<file path="src/rtl/spi_sram_wishbone_bridge.sv">
// Wishbone B4 classic 8-bit slave that turns each byte access into one
// SPI mode-0 READ/WRITE frame to a 23LC1024-style serial SRAM.
module spi_sram_wishbone_bridge #(
  parameter int ADDR_WIDTH     = 24,
  parameter int CS_IDLE_CYCLES = 1
) (
  input  logic                  clk_i,
  input  logic                  rst_i,
  input  logic                  wbs_cyc_i,
  input  logic                  wbs_stb_i,
  input  logic [ADDR_WIDTH-1:0] wbs_adr_i,
  input  logic                  wbs_we_i,
  input  logic [7:0]            wbs_dat_i,
  output logic                  wbs_ack_o,
  output logic                  wbs_err_o,
  output logic                  wbs_rty_o,
  output logic [7:0]            wbs_dat_o,
  output logic                  spi_sck_o,
  output logic                  spi_cs_n_o,
  output logic                  spi_mosi_o,
  input  logic                  spi_miso_i
);

  localparam int GW = (CS_IDLE_CYCLES > 1) ? $clog2(CS_IDLE_CYCLES) : 1;

  typedef enum logic [1:0] {
    IDLE,
    SHIFT,
    ACK,
    GAP
  } state_e;

  state_e        state_q, state_d;
  logic [39:0]   sr_q, sr_d;
  logic [5:0]    bit_q, bit_d;
  logic          phase_q, phase_d;
  logic [7:0]    rx_q, rx_d;
  logic          we_q, we_d;
  logic          abort_q, abort_d;
  logic          ack_q, ack_d;
  logic [7:0]    dat_q, dat_d;
  logic [GW-1:0] gap_q, gap_d;

  logic        req;
  logic        gap_done;
  logic        accept;
  logic [23:0] adr24;
  logic [7:0]  rx_next;

  assign req      = wbs_cyc_i && wbs_stb_i;
  assign gap_done = (gap_q == GW'(CS_IDLE_CYCLES - 1));
  assign rx_next  = {rx_q[6:0], spi_miso_i};

  // The last GAP cycle doubles as an idle cycle so back-to-back
  // requests keep the 82-cycle period.
  assign accept = req && !ack_q &&
                  ((state_q == IDLE) ||
                   ((state_q == GAP) && gap_done));

  always_comb begin
    adr24 = '0;
    adr24[ADDR_WIDTH-1:0] = wbs_adr_i;
  end

  always_comb begin
    state_d = state_q;
    sr_d    = sr_q;
    bit_d   = bit_q;
    phase_d = phase_q;
    rx_d    = rx_q;
    we_d    = we_q;
    abort_d = abort_q;
    ack_d   = 1'b0;
    dat_d   = dat_q;
    gap_d   = gap_q;

    unique case (state_q)
      IDLE: begin
        state_d = IDLE;
      end
      SHIFT: begin
        if (!req) abort_d = 1'b1;
        phase_d = !phase_q;
        if (phase_q) begin
          sr_d  = {sr_q[38:0], 1'b0};
          bit_d = bit_q + 6'd1;
          if (bit_q >= 6'd32) rx_d = rx_next;
          if (bit_q == 6'd39) begin
            state_d = ACK;
            ack_d   = req && !abort_q;
            if (!we_q) dat_d = rx_next;
          end
        end
      end
      ACK: begin
        state_d = GAP;
        gap_d   = '0;
      end
      GAP: begin
        if (gap_done) state_d = IDLE;
        else          gap_d   = gap_q + 1'b1;
      end
      default: state_d = IDLE;
    endcase

    if (accept) begin
      state_d = SHIFT;
      sr_d    = {wbs_we_i ? 8'h02 : 8'h03, adr24,
                 wbs_we_i ? wbs_dat_i : 8'h00};
      bit_d   = '0;
      phase_d = 1'b0;
      we_d    = wbs_we_i;
      abort_d = 1'b0;
    end
  end

  always_ff @(posedge clk_i or negedge rst_i) begin
    if (!rst_i) begin
      state_q <= IDLE;
      sr_q    <= '0;
      bit_q   <= '0;
      phase_q <= 1'b0;
      rx_q    <= '0;
      we_q    <= 1'b0;
      abort_q <= 1'b0;
      ack_q   <= 1'b0;
      dat_q   <= '0;
      gap_q   <= '0;
    end else begin
      state_q <= state_d;
      sr_q    <= sr_d;
      bit_q   <= bit_d;
      phase_q <= phase_d;
      rx_q    <= rx_d;
      we_q    <= we_d;
      abort_q <= abort_d;
      ack_q   <= ack_d;
      dat_q   <= dat_d;
      gap_q   <= gap_d;
    end
  end

  assign spi_cs_n_o = (state_q != SHIFT);
  assign spi_sck_o  = (state_q == SHIFT) && phase_q;
  assign spi_mosi_o = (state_q == SHIFT) && sr_q[39];
  assign wbs_ack_o  = ack_q;
  assign wbs_dat_o  = dat_q;
  assign wbs_err_o  = 1'b0;
  assign wbs_rty_o  = 1'b0;

endmodule

</file>
<file path="config.mk">
export PLATFORM = sky130hd
export DESIGN_NAME = spi_sram_wishbone_bridge
export DESIGN_NICKNAME = d
export VERILOG_FILES = /design/src/rtl/spi_sram_wishbone_bridge.sv
export SDC_FILE = /design/constraint.sdc
export NUM_CORES = 1
export LEC_CHECK = 0
export BUFFER_PORTS_ARGS = -buffer_cell sky130_fd_sc_hd__buf_2
export CORE_ASPECT_RATIO = 0.8
export CORE_MARGIN = 2
export CORE_UTILIZATION = 59
export DETAILED_ROUTE_END_ITERATION = 10
export HOLD_SLACK_MARGIN = 0.05
export PLACE_DENSITY = 0.8
export SETUP_SLACK_MARGIN = 0.5
export SYNTH_ARGS = -nofsm -noshare
export SYNTH_HDL_FRONTEND = slang
export SYNTH_SLANG_ARGS = --single-unit
</file>
<file path="constraint.sdc">
create_clock -name clk_i -period 3.1 [get_ports clk_i]
set_input_delay 0.465 -clock clk_i [delete_from_list [all_inputs] [get_ports clk_i]]
set_output_delay 0.465 -clock clk_i [all_outputs]
set_load 0.01 [all_outputs]
</file>
==> results of run 1 <==
==> Yosys cell counts (all sizes together) <==
cell type / n
a21boi: 1
a21oi: 18
a31oi: 31
and2: 1
and4b: 1
buf: 8
clkbuf: 14
conb: 1
dfrtp: 67
ha: 4
inv: 7
mux2: 15
mux2i: 3
nand2: 87
nand3: 6
nand4: 1
nand4b: 1
nor2: 30
nor4: 1
o21ai: 3
o31ai: 1
or3: 3
or3b: 1
or4: 1
xnor2: 2
xor2: 1
==> critical path, stage by stage (launching register included) <==
cell	delay (ns)
dfrtp_1	0.40
inv_1	0.06
ha_1	0.31
nand2_2	0.27
inv_4	0.31
buf_2	0.19
==> power by group through the flow <==
| stage | logic (uW) | clock network (uW) | registers (uW) |
|---|---|---|---|
| 3_3_place_gp | 801 | 0 | 1380 |
| 4_1_cts | 854 | 727 | 1380 |
| 6_report | 841 | 711 | 1390 |
| 2_1_floorplan | 666 | 0 | 1330 |
| 3_5_place_dp | 850 | 0 | 1380 |
| 5_1_grt | 980 | 770 | 1420 |
==> cells by family after synthesis <==
group	share of synthesized area [%]
simple gates	18.3
flops	56.5
compound gates	10.6
buf+inv	4.22
mux	7.72
fa+ha+maj	1.69
xor+xnor	0.886
other cells	0.126
==> final cells by class <==
type                    count  area, um2
inverters                   7       28.8
clock inverters             2       35.0
fillers                   386       1500
flip-flops and latches     67       1680
clock buffers              13        159
repair buffers             53        275
multi-input cells         214       1170
well taps                  62       77.6
==> repair_timing <==
item                       in CTS  in global routing
gates resized for setup         1                  1
hold buffers                    0                  0
setup endpoints to repair       1                  1
==> sequential cells by signal, summed over array words and instances (netlist names) <==
name	cells
sr_q	40
wbs_dat_o	8
rx_q	7
bit_q	6
state_q	2
abort_q	1
phase_q	1
wbs_ack_o	1
we_q	1
==> routing by layer <==
metal  track usage, %  routed length, um
met1             30.3               2760
met2             37.6               2680
met3             8.80                341
met4             6.56                 50
met5                0                  0
==> worst paths after layout <==
path	startpoint	slack [ns]	cells past startpoint	endpoint
hold / removal	rst_i	0.05	1	wbs_dat_o[3]$_DFFE_PN0P_
max in group asynchronous	rst_i	2.09	2	sr_q[5]$_DFFE_PN0P_
min in group clk_i	wbs_dat_i[0]	0.37	3	sr_q[0]$_DFFE_PN0P_
hold reg to reg	abort_q$_DFFE_PN0P_	0.46	1	wbs_ack_o$_DFF_PN0_
setup reg to reg	state_q[1]$_DFFE_PN0P_	1.04	5	wbs_dat_o[6]$_DFFE_PN0P_
setup / recovery	state_q[1]$_DFFE_PN0P_	0.75	5	spi_sck_o
==> through the flow <==
step                      setup WS, ns  hold WS, ns  area [um2]
after detailed placement         0.697        0.424        3220
after global placement           0.790        0.416        3220
final                            0.750       0.0537        3420
after CTS                        0.538       0.0539        3420
after global routing             0.561       0.0626        3420
after floorplan                   1.33        0.169        2970
==> placed cells by master (no fill, tap or decap), types with 3 or more instances in the layout <==
| cell type | Yosys | layout |
|---|---|---|
| o21ai_0 | 3 | 3 |
| inv_1 | 6 | 6 |
| or3_1 | 3 | 3 |
| buf_2 | 1 | 49 |
| dfrtp_1 | 67 | 67 |
| nor2_1 | 30 | 30 |
| mux2i_1 | 3 | 3 |
| clkbuf_8 | 0 | 11 |
| buf_4 | 2 | 4 |
| a21oi_1 | 18 | 18 |
| mux2_4 | 8 | 8 |
| a31oi_1 | 31 | 31 |
| mux2_2 | 7 | 7 |
| nand3_1 | 6 | 6 |
| nand2_1 | 87 | 86 |
| ha_1 | 4 | 4 |
==> out/results.ini, run 1 <==
[cells_and_area]
stdcell_count=418
fin_util_pct=69.6
num_antenna_cells=0
finalNetCount=394
final_layout_size_suffix_gt1_share_pct=23.3
area_growth_pct=15.4

[sta]
slew_viol_final=0
finalClockSkew_ns=0.00644
slew_headroom_pct=58.8
setup_violations=0
fmax_mhz=426
rsz0062_at_grt=false
hold_violations=0
setup-tns-final_ns=0
fin_crit_ns=2.35
period_share_pct=75.8
tightest_slew_ns=0.618

[logic_synthesis]
synth_warnings=0
synth.area.top_cells=dfrtp_1, nand2_1, a31oi_1
synth-seq-cells=67
syn-cell-area_um2=2970
ys_seq_area_share_pct=56.5
synth_top_area_share_pct=56.5
syn_inst=309
synth_top_area_cell=dfrtp_1
synth_cell_types=31
synth.avg_cell_area_um2=9.60

[power]
vdd_drop_max_v=0.000469
p_leak_uw=0.00171
p_per_area_nw_per_um2=858
total_power_uw=2940
p_int_uw=1950
switching_power_uw=986
clkPwrFrac_pct=24.2
seqPwrFrac_pct=47.2
pwr-share-comb_pct=28.6
swShare_pct=33.6

[detailed_routing]
ant_nets=0
drt-total-wl_mm=5.83
routedWlPerCell_um=13.9
vias=2288
vias_per_cell=5.47
drt_first_iter_violations=141
first_pass_iters=4
drc=0

[place]
dp_hpwl_mm=3.81
portBuffers=49
gp_congestion=0.765
dp.cells=403

[worst_hold_path]
hold_class=input port to asynchronous set/reset pin

[die]
core-area_um2=4920
die_h_um=67.4
start_util_pct=60.3
rows=23
die-width_um=83.3
die_area_um2=5610
ios=52

[global_route]
antenna_found_initial=0
grt_overflow_total=0
grt_max_degree=68
grtUsageTotal_pct=23.4
grt_pass1_vias=2234
grt_first_pass_wirelength_mm=10.2

[cts]
clock_latency_ns=0.34
cts_root_buffer=clkbuf_8
h-tree-depth=3
post_cts_buffers=0
clk_path_buf_depth=2
clock-sinks=67
cts_buffers=9
clk_pin_slew_ns=0.07
cts_tree=built

[critical_path]
crit_path_end_kind=output pin
worst_setup_path_start_kind=register
crit_arrival_ns=1.89
path_class=register to output pin
crit_fanout=29
required_ns=2.63

[outcome]
status=complete, no violations

[run]
drv_cap=0

No activity file was read; power rests on OpenSTA's default activity.
==> run 2, diff against run 1 <==
--- a/config.mk
+++ b/config.mk
@@ -8,10 +8,10 @@
 export BUFFER_PORTS_ARGS = -buffer_cell sky130_fd_sc_hd__buf_2
 export CORE_ASPECT_RATIO = 0.8
 export CORE_MARGIN = 2
-export CORE_UTILIZATION = 59
+export CORE_UTILIZATION = 50
 export DETAILED_ROUTE_END_ITERATION = 10
 export HOLD_SLACK_MARGIN = 0.05
-export PLACE_DENSITY = 0.8
+export PLACE_DENSITY = 0.72
 export SETUP_SLACK_MARGIN = 0.5
 export SYNTH_ARGS = -nofsm -noshare
 export SYNTH_HDL_FRONTEND = slang
==> constraint.sdc (replaced) <==
create_clock -name clk_i -period 2 [get_ports clk_i]
set_input_delay 0.3 -clock clk_i [delete_from_list [all_inputs] [get_ports clk_i]]
set_output_delay 0.3 -clock clk_i [all_outputs]
set_load 0.01 [all_outputs]
==> out/results.ini, run 2 (synthesized netlist as in run 1, its figures left out) <==
[outcome]
status=complete, no violations

[global_route]
grtUsageTotal_pct=27.6  ; +4.2 points
antenna_found_initial=0  ; unchanged
grt_first_pass_wirelength_mm=13.5  ; +32%
grt_max_degree=68  ; unchanged
grt_pass1_vias=2598  ; +16%
grt_overflow_total=0  ; unchanged

[sta]
setup_violations=0  ; unchanged
setup-tns-final_ns=0  ; unchanged
hold_ws_ns=0.184  ; +0.131 ns
fmax_mhz=564
hold_violations=0  ; unchanged
fin_ws_ns=0.228  ; -0.522 ns
fin_crit_ns=1.77
slew_viol_final=0  ; unchanged
period_share_pct=88.6
rsz0062_at_grt=true
finalClockSkew_ns=0.0120  ; +0.00552 ns

[cells_and_area]
num_antenna_cells=0  ; unchanged
multi_input_area_um2=1730  ; +47%
regMostFlops=sr_q
final_layout_size_suffix_gt1_share_pct=49.4  ; +26 points
fill_cells=281  ; -27%
finalNetCount=436  ; +11%
final_cell_mix=nand2_1, dfrtp_1, buf_2
register_area_um2=1680  ; unchanged
final_common_cell=nand2_1
area_growth_pct=60.5
stdcell_count=480  ; +15%
largest_reg_flops=40  ; unchanged

[critical_path]
cpMostUsedCell=buf_6
required_ns=1.70  ; -0.93 ns
endpoint=spi_sck_o
r2r_slack_ns=0.24  ; -0.80 ns
crit_path_end_kind=output pin
r2r_cells=8  ; +3
startpoint=state_q[1]$_DFFE_PN0P_
r2r-start=state_q[1]$_DFFE_PN0P_
crit_fanout=7  ; -76%
path_class=register to output pin
critPathBufInv=5  ; +2
worst_setup_path_start_kind=register
crit_arrival_ns=1.47  ; -0.42 ns
crit_cells=7  ; +2
slowest_delay_ns=0.38  ; -0.02 ns
reg2reg_to=bit_q[3]$_DFFE_PN0P_
crit_family=buffers and inverters
crit_chain=inv_1 > ha_2 > buf_6 > nand2_8 > inv_6 > buf_12 > buf_6
slowest_stage=dfrtp_1

[cts]
clock_latency_ns=0.37  ; +0.03 ns
cts_tree=built
cts_buffers=9  ; unchanged
clk_path_buf_depth=2  ; unchanged
cts_root_buffer=clkbuf_8
clk_pin_slew_ns=0.07  ; about the same
h-tree-depth=3  ; unchanged
clock-sinks=67  ; unchanged

[die]
die-width_um=90.1  ; +8.2%
die_area_um2=6570  ; +17%
rows=25  ; +8.7%
start_util_pct=51.0  ; -9.3 points
die_h_um=72.9  ; +8.1%
ios=52  ; unchanged
core-area_um2=5820  ; +18%

[place]
pre_cts_slack_ns=0.122  ; -0.575 ns
portBuffers=49  ; unchanged
gp_congestion=0.818  ; +6.9%
dp_hpwl_mm=3.66  ; -3.9%
dp.cells=426  ; +5.7%

[power]
vdd_drop_max_v=0.000660  ; +41%
total_power_uw=6630  ; +130%
p_leak_uw=0.00228  ; +33%
p_per_area_nw_per_um2=1390  ; +62%

[detailed_routing]
vias=2904  ; +27%
first_pass_iters=6  ; +2
drc=0  ; unchanged
ant_nets=0  ; unchanged
vias_per_cell=6.05  ; +11%
routedWlPerCell_um=22.7  ; +63%
drt-total-wl_mm=10.9  ; +87%
drt_first_iter_violations=287  ; +100%

[worst_hold_path]
hold_class=input port to register

[run]
drv_cap=0  ; unchanged

run 2: metal layers:
metal	global-route usage [%]	wire (um)
met2	44.3	5140
met4	9.74	362
met5	0	0
met3	9.71	994
met1	35.4	4390
run 2: cell type report:
type / instances / share of cell area [%]
Multi-Input combinational cell: 214 / 36.3
Sequential cell: 67 / 35.2
Timing Repair Buffer: 95 / 21.9
Clock buffer: 11 / 2.76
Tap cell: 81 / 2.13
Clock inverter: 5 / 1.13
Inverter: 7 / 0.657
run 2: tightest hold or removal path: stages:
cell	delay, ns
buf_2	0.08
nand3_1	0.07
nand2_1	0.06
run 2: through the flow:
| step | instance area, um2 | util, % |
|---|---|---|
| final | 4760 | 81.8 |
| after floorplan | 2990 | - |
| after CTS | 4260 | 73.2 |
| after detailed placement | 3320 | 57.0 |
| after global placement | 3320 | 57.0 |
| after global routing | 4760 | 81.8 |
run 2: timing repair:
item	in CTS	in global routing
endpoints found under the hold margin	67	0
cloned	10	6
endpoints found under the setup margin	63	66
hold buffers	1	0
setup buffers	15	6
gates resized for setup	68	69
pin swaps	7	28
run 2: worst min path at each step:
stage | endpoint | startpoint | depth (start not counted) | slack, ns
after floorplan | abort_q$_DFFE_PN0P_ | rst_i | 0 | 0.004
after global placement | wbs_dat_o[4]$_DFFE_PN0P_ | rst_i | 2 | 0.35
after detailed placement | wbs_dat_o[2]$_DFFE_PN0P_ | rst_i | 2 | 0.35
after CTS | sr_q[0]$_DFFE_PN0P_ | wbs_dat_i[0] | 3 | 0.18
after global routing | sr_q[9]$_DFFE_PN0P_ | wbs_adr_i[1] | 3 | 0.20
final | sr_q[0]$_DFFE_PN0P_ | wbs_dat_i[0] | 3 | 0.18
run 2: power breakdown:
part	total, uW	internal (uW)	switching [uW]
sequential	2270	1840	421
combinational	3230	1640	1590
clock	1130	572	555
